<file path="config.mk">
export PLATFORM = sky130hd
export DESIGN_NAME = alu_share_arb
export DESIGN_NICKNAME = d
export VERILOG_FILES = /design/src/rtl/alu_share_arb.sv
export SDC_FILE = /design/constraint.sdc
export NUM_CORES = 1
export LEC_CHECK = 0
export BUFFER_PORTS_ARGS = -buffer_cell sky130_fd_sc_hd__buf_2
export CAP_MARGIN = 20
export CORE_AREA = 2 2 124 126
export CTS_CLUSTER_DIAMETER = 80
export DETAILED_ROUTE_END_ITERATION = 10
export DIE_AREA = 0 0 126 128
export HOLD_SLACK_MARGIN = 0.06
export PLACE_DENSITY = 0.53
export SYNTH_ARGS = -nofsm -noshare
export SYNTH_HDL_FRONTEND = slang
export SYNTH_HIERARCHICAL = 1
export SYNTH_SLANG_ARGS = --single-unit
</file>
<file path="constraint.sdc">
create_clock -name clk -period 2 [get_ports clk]
set_input_delay 0.4 -clock clk [delete_from_list [all_inputs] [get_ports clk]]
set_output_delay 0.4 -clock clk [all_outputs]
set_load 0.02 [all_outputs]
</file>
<file path="src/rtl/alu_share_arb.sv">
// alu_share_arb: arbitrates two requesters onto one shared combinational ALU.
// Each requester gets a registered one-entry response buffer. The block also
// owns the architectural NZCV flags register.

// One-entry response buffer. A load takes priority over a pop.
module alu_rsp_buf #(
  parameter int WIDTH = 32
) (
  input  logic             clk,
  input  logic             reset,
  input  logic             load,
  input  logic             pop,
  input  logic [WIDTH-1:0] d_result,
  input  logic [3:0]       d_flags,
  output logic             valid,
  output logic [WIDTH-1:0] result,
  output logic [3:0]       flags
);
  // A load on a transfer wins over a pop, so the buffer sustains 1 op/cycle.
  always_ff @(posedge clk) begin
    if (reset) begin
      valid  <= 1'b0;
      result <= '0;
      flags  <= '0;
    end else if (load) begin
      valid  <= 1'b1;
      result <= d_result;
      flags  <= d_flags;
    end else if (pop) begin
      valid  <= 1'b0;
    end
  end
endmodule

module alu_share_arb #(
  parameter int WIDTH     = 32,
  parameter int FIXED_PRI = 0
) (
  input  logic             clk,
  input  logic             reset,
  input  logic             req0_valid,
  output logic             req0_ready,
  input  logic [WIDTH-1:0] req0_src_a,
  input  logic [WIDTH-1:0] req0_src_b,
  input  logic [1:0]       req0_alu_control,
  input  logic             req0_set_flags,
  input  logic             req1_valid,
  output logic             req1_ready,
  input  logic [WIDTH-1:0] req1_src_a,
  input  logic [WIDTH-1:0] req1_src_b,
  input  logic [1:0]       req1_alu_control,
  input  logic             req1_set_flags,
  output logic             rsp0_valid,
  input  logic             rsp0_ready,
  output logic [WIDTH-1:0] rsp0_result,
  output logic [3:0]       rsp0_flags,
  output logic             rsp1_valid,
  input  logic             rsp1_ready,
  output logic [WIDTH-1:0] rsp1_result,
  output logic [3:0]       rsp1_flags,
  output logic [WIDTH-1:0] alu_src_a,
  output logic [WIDTH-1:0] alu_src_b,
  output logic [1:0]       alu_control,
  input  logic [WIDTH-1:0] alu_result,
  input  logic [3:0]       alu_flags,
  output logic [3:0]       flags
);
  typedef struct packed {
    logic [WIDTH-1:0] src_a;
    logic [WIDTH-1:0] src_b;
    logic [1:0]       ctl;
    logic             set_flags;
  } req_t;

  req_t [1:0]             req;
  logic [1:0]             req_valid, rsp_ready, rsp_valid, elig, grant;
  logic [1:0][WIDTH-1:0]  rsp_result;
  logic [1:0][3:0]        rsp_flags;
  logic                   rr_last;  // id of the last winner; 1 after reset so req0 wins the first tie
  logic                   do_flags;

  assign req[0]    = '{src_a: req0_src_a, src_b: req0_src_b, ctl: req0_alu_control, set_flags: req0_set_flags};
  assign req[1]    = '{src_a: req1_src_a, src_b: req1_src_b, ctl: req1_alu_control, set_flags: req1_set_flags};
  assign req_valid = {req1_valid, req0_valid};
  assign rsp_ready = {rsp1_ready, rsp0_ready};

  // A requester can issue only when its buffer is empty or is draining this cycle.
  assign elig = req_valid & (~rsp_valid | rsp_ready);

  // Single grant per cycle. No grant is made while reset is asserted, so no transfer is seen.
  always_comb begin
    grant = 2'b00;
    if (!reset) begin
      if (elig == 2'b11) grant = (FIXED_PRI != 0 || rr_last) ? 2'b01 : 2'b10;
      else               grant = elig;
    end
  end

  assign req0_ready = grant[0];
  assign req1_ready = grant[1];

  // Drive the shared ALU from the winner, or with zeros when idle.
  always_comb begin
    alu_src_a   = '0;
    alu_src_b   = '0;
    alu_control = 2'b00;
    if (grant[0]) begin
      alu_src_a   = req[0].src_a;
      alu_src_b   = req[0].src_b;
      alu_control = req[0].ctl;
    end else if (grant[1]) begin
      alu_src_a   = req[1].src_a;
      alu_src_b   = req[1].src_b;
      alu_control = req[1].ctl;
    end
  end

  assign do_flags = (grant[0] & req[0].set_flags) | (grant[1] & req[1].set_flags);

  // Record the round-robin winner and update the architectural flags.
  always_ff @(posedge clk) begin
    if (reset) begin
      rr_last <= 1'b1;
      flags   <= 4'b0000;
    end else begin
      if (|grant) rr_last <= grant[1];
      if (do_flags) flags <= alu_flags;
    end
  end

  for (genvar i = 0; i < 2; i++) begin : g_buf
    alu_rsp_buf #(.WIDTH(WIDTH)) u_buf (
      .clk      (clk),
      .reset    (reset),
      .load     (grant[i]),
      .pop      (rsp_ready[i]),
      .d_result (alu_result),
      .d_flags  (alu_flags),
      .valid    (rsp_valid[i]),
      .result   (rsp_result[i]),
      .flags    (rsp_flags[i])
    );
  end

  assign rsp0_valid  = rsp_valid[0];
  assign rsp1_valid  = rsp_valid[1];
  assign rsp0_result = rsp_result[0];
  assign rsp1_result = rsp_result[1];
  assign rsp0_flags  = rsp_flags[0];
  assign rsp1_flags  = rsp_flags[1];
endmodule

</file>
# Yosys cells after proc, flatten, opt, wreduce, memory -nomap -nowiden

Index checks and enable logic that the tools add are counted.

Multiplexer cells: 13
Bitwise operators: 6
Eq/ne operators: 1
Reduce and logical (&&, ||, !) cells: 3

Operators with widths:

| kind                 | number |
|---|---|
| $mux W32             | 4 |
| $mux W2              | 5 |
| $mux W1              | 4 |
| $reduce_bool A2 Y1   | 2 |
| $and A1 B1 Y1        | 2 |
| $and A2 B2 Y2        | 1 |
| $eq A2 B2 Y1 const B | 1 |
| $not A2 Y2           | 1 |
| $or A2 B2 Y2         | 1 |
| $reduce_or A2 Y1     | 1 |
| $or A1 B1 Y1         | 1 |

Register bits: 79
Input port bits: 176
Logic and storage cells: 31

# Longest topological paths before layout

Word-level depth: 8
Depth in mapped cells: 8

# By module

The synthesis kept the hierarchy.

Modules (own cells, without submodules):

| module        | instances | cells each | area an instance (um2) | sequential area each (um2) |
|---|---|---|---|---|
| alu_rsp_buf   | 2         | 120        | 1,341.3                | 740.7 |
| alu_share_arb | 1         | 110        | 963.4                  | 100.1 |

# Worst setup path before layout

No wires, ideal clock.

Path kind: reg-to-reg
Start point: register g_buf[0].u_buf.valid
End point: register g_buf[1].u_buf.result[10]
Arrival time: 1.771 ns
Required time: 1.872 ns
Library setup time: 0.128 ns
Stages on the path, launching flop included: 9
Setup slack: 0.101 ns
Buffers on the path: 3
Cells stage by stage: dfxtp_1 nand2b_4 and3_4 nor3_4 buf_2 buf_6 buf_12 mux2i_1 nor2_1

Cells in the longest elaborated chain, start to end: 6

Ends and longest elaborated chain:

| element                  | line | RTL |
|---|---|---|
| start: declaration       | 15   | `output logic valid,` |
| start signal: assignment | 22   | `valid <= 1'b0;` |
| start signal: assignment | 26   | `valid <= 1'b1;` |
| start signal: assignment | 30   | `valid <= 1'b0;` |
| $not A2 Y2               | 88   | `assign elig = req_valid & (~rsp_valid \| rsp_ready);` |
| $or A2 B2 Y2             | 88   |  |
| $and A2 B2 Y2            | 88   |  |
| $eq A2 B2 Y1             | 94   | `if (elig == 2'b11) grant = (FIXED_PRI != 0 \|\| rr_last) ? 2'b01 : 2'b10;` |
| $mux W2                  | 94   |  |
| $mux W2                  | 93   | `if (!reset) begin` |
| via req1_ready           | 48   | `output logic req1_ready,` |
| end signal: assignment   | 27   | `result <= d_result;` |
| end: declaration         | 16   | `output logic [WIDTH-1:0] result,` |

The timed path passes the listed nets, and every way through them passes these cells.
A chain may end at the register's enable or synchronous reset.

# Worst setup path after layout

Start point: register g_buf[1].u_buf.valid
End point: output alu_src_b[22]

Cells in the longest elaborated chain, start to end: 8

Ends and longest elaborated chain:

| element                  | line | RTL |
|---|---|---|
| start: declaration       | 15   |  |
| start signal: assignment | 22   |  |
| start signal: assignment | 26   |  |
| start signal: assignment | 30   |  |
| $not A2 Y2 *             | 88   |  |
| $or A2 B2 Y2 *           | 88   |  |
| $and A2 B2 Y2 *          | 88   |  |
| $eq A2 B2 Y1             | 94   |  |
| $mux W2 *                | 94   |  |
| $mux W2 *                | 93   |  |
| $mux W32                 | 111  | `end else if (grant[1]) begin` |
| $mux W32 *               | 107  | `if (grant[0]) begin` |
| end: declaration         | 62   | `output logic [WIDTH-1:0] alu_src_b,` |

Mark *: on every way between the ends. The rest lies on a longest branch, timed or not.

==> impl_metrics.tcl <==
set metrics [dict create \
    status "complete, but fails checks" \
    violations "negative setup slack" \
    whs_ps 326 \
    cts_tree "built" \
    final_cell_area_um2 6540 \
    finalSetupViolCount 68 \
    synth-edff-count 0 \
    gp_congestion 0.928 \
    via_count 4088 \
    path_delay_family "buffers and inverters" \
    startpoint "g_buf[1].u_buf/valid" \
    rows 45 \
    synthMuxAreaShare_pct 20.9 \
    fmax_mhz 441 \
    p_int_w 0.00333 \
    synth_fa_ha_area_share_pct 0 \
    io_buffers 321 \
    cp-start-kind "flip-flop" \
    worst_slew_pin_slew_ps 699 \
    synth_fp_nets 526 \
    final_cells 892 \
    dp.cells 858 \
    avgSynthCellArea_um2 10.4 \
    async_reset_ff_share_pct 0 \
    pwr-share-comb_pct 27.2 \
    r2r-start "g_buf[0].u_buf/valid" \
    synth-seq-area-share_pct 43.4 \
    wl_met2_mm 7.71 \
    crit_arrival_ps 1870 \
    relSlewSlack_pct 53.4 \
    drive_above_1_share_pct 56.0 \
    worstRegToRegCells 11 \
    met1_length_mm 5.80 \
    finalHoldViolations 0 \
    synth_top_family_by_area "multiplexers" \
    r2r_setup_slack_ps 110 \
    synthFlopType "dfxtp_1" \
    post_drt_via_cell_ratio 4.58 \
    swShare_pct 28.1 \
    synthDistinctLibCells 22 \
    wl_per_cell_um 16.8 \
    nets 874 \
    syn_inst 350 \
    yosys.area_share.simple_pct 11.3 \
    rsz0062_at_grt "yes" \
    postRouteAntennaNets 0 \
    gr-total-overflow 0 \
    synth_most_common_cell "dfxtp_1" \
    root_buffer "clkbuf_16" \
    drtIter0Drc 150 \
    area_growth_pct 79.4 \
    post-route-drc-count 0 \
    antenna_found_initial 1 \
    yosys.area.top_type "dfxtp_1" \
    rr_endpoint "g_buf[1].u_buf/result[24]" \
    cts_buffers 9 \
    grt_pass1_wl_mm 21.6 \
    first_pass_iters 4 \
    clockPowerShare_pct 36.1 \
    met3_length_mm 1.17 \
    required_ps 1600 \
    yosys_warnings 6 \
    synth_area_leaders "dfxtp_1, mux2i_1, a22o_1" \
    max_stage_delay_ps 360 \
    crit_path_top_delay_cell "dfxtp_4" \
    cts_sinks 79 \
    top_layer_used "met4" \
    hold_start "alu_result[29]" \
    synth_common_cells "dfxtp_1, mux2i_1, nor2_1" \
    leakage_nw 3.32 \
    synth-seq-cells 79 \
    ctsHtreeMaxLevel 3 \
    hold_path_class "input port to flip-flop" \
    post_synth_xor_area_fraction_pct 0 \
    path_max_fanout 10 \
    cap_violations 0 \
    power_density_nw_per_um2 707 \
    synth_area_um2 3650 \
    gr-usage-all-layers_pct 17.0 \
    period_share_pct 113 \
    dpl-instance-area_um2 5530 \
    coreArea_um2 14900 \
    power.switching_w 0.00130 \
    postRouteWirelength_mm 15.0 \
    cp.buffers_inverters 4 \
    crit_type "flip-flop to output port" \
    ioPinCount 322 \
    die_area_um2 16100 \
    worst_slack_ps -266 \
    start_util_pct 24.5 \
    peakVddDrop_mv 0.507 \
    cp_cell_sequence "nand2b_4, and3b_2, nor3_4, buf_6, buf_12, clkbuf_16, a22o_1, buf_6" \
    clkTransAtPathRegs_ps 60 \
    place_hpwl_mm 11.3 \
    synth_compound_area_share_pct 16.6 \
    path_common_cell "buf_6" \
    drv_slew 0 \
    fin_crit_ps 2270 \
    holdPathEnd "g_buf[1].u_buf/result[29]" \
    min_delay_path_depth 3 \
    die_h_um 128 \
    synth_top_area_share_pct 43.4 \
    clk_latency_ps 330 \
    worst_setup_path_end_kind "output port" \
    clock_path_buffers 2 \
    grt_pass1_vias 3922 \
    die_w_um 126 \
    p_seq_share_pct 36.6 \
    grt_max_degree 71 \
    skew_ps 4.52 \
]
[cell families after synthesis]
group                  count (synthesis)
AO/OA/AOI/OAI                         70
flip-flops                            79
buffers and inverters                 34
AND/OR/NAND/NOR                       91
multiplexers                          76
[flip-flops by register name, summed over array words and instances (netlist names)]
register,flops
rr_last,1
g_buf.u_buf/result,64
g_buf.u_buf/flags,8
g_buf.u_buf/valid,2
flags,4
[layer usage]
metal | vias to the layer above | GRT usage, %
met4 | 0 | 5.56
met5 | - | 0
met2 | 194 | 29.5
met3 | 20 | 4.63
met1 | 1920 | 20.3
li1 | 1954 | -
[power by group through the flow]
stage / logic (W) / registers, W / clock network (W)
after global routing: 0.00134 / 0.00170 / 0.00179
after CTS: 0.00118 / 0.00170 / 0.00173
after detailed placement: 0.00106 / 0.00173 / 0
after floorplan: 0.000516 / 0.00182 / 0
final: 0.00126 / 0.00170 / 0.00167
after global placement: 0.00105 / 0.00173 / 0
[per-stage QoR]
stage / total power [W] / util [%] / setup slack (ps) / setup TNS (ps)
3_3_place_gp: 0.00278 / 37.2 / -72.3 / -3100
5_1_grt: 0.00484 / 44.0 / -342 / -18560
4_1_cts: 0.00461 / 41.9 / -227 / -12180
6_report: 0.00463 / 44.0 / -266 / -13310
3_5_place_dp: 0.00279 / 37.2 / -122 / -5480
2_1_floorplan: 0.00234 / - / 101 / 0
[how the worst max path moves through the flow]
stage                                end  slack [ps]  depth (start not counted)
2_1_floorplan  g_buf[1].u_buf/result[10]         100                          8
3_3_place_gp               alu_src_b[10]         -70                          8
3_5_place_dp                alu_src_a[2]        -120                          8
4_1_cts                    alu_src_b[23]        -230                          7
5_1_grt                    alu_src_b[22]        -340                          8
6_report                   alu_src_b[22]        -270                          8
[final cells by class]
cell class              instances  area [um2]
multi-input cells             237        1810
clock buffers                  12         256
clock inverters                 4        51.3
well taps                     188         235
repair buffers                368        2580
fillers                      1473        8320
inverters                       3        11.3
flip-flops and latches         79        1590
diodes                          1        2.50
[worst register-to-register path, cell delays in order (launching register included)]
cell and delay, ps:
dfxtp_2 350, nand2b_4 60, and3_4 190, nor3_4 160
buf_6 150, buf_12 130, buf_16 120, buf_6 100
buf_6 120, clkbuf_16 150, mux2i_1 180, nor2_1 50
[what timing repair did]
item                                    CTS  global route
pin swaps                                18             6
endpoints found under the setup margin   68            79
gates resized for setup                  97            40
hold buffers                              0             0
buffers inserted                          8             2
gates cloned                              2             7
endpoints found under the hold margin     0             0
[placed cells by master, fill, tap and decap left out, types with 2 or more instances in the layout]
cell type    n
a21oi_1      2
a22o_1      64
a22o_4       2
buf_12       7
buf_2      254
buf_4       40
buf_6       58
clkbuf_16   16
clkbuf_8     2
dfxtp_1     77
inv_1        3
mux2i_1     76
nand2b_1    10
nand2b_4     2
nor2_1      72
nor3_4       2
No activity file was read; power rests on OpenSTA's default activity.
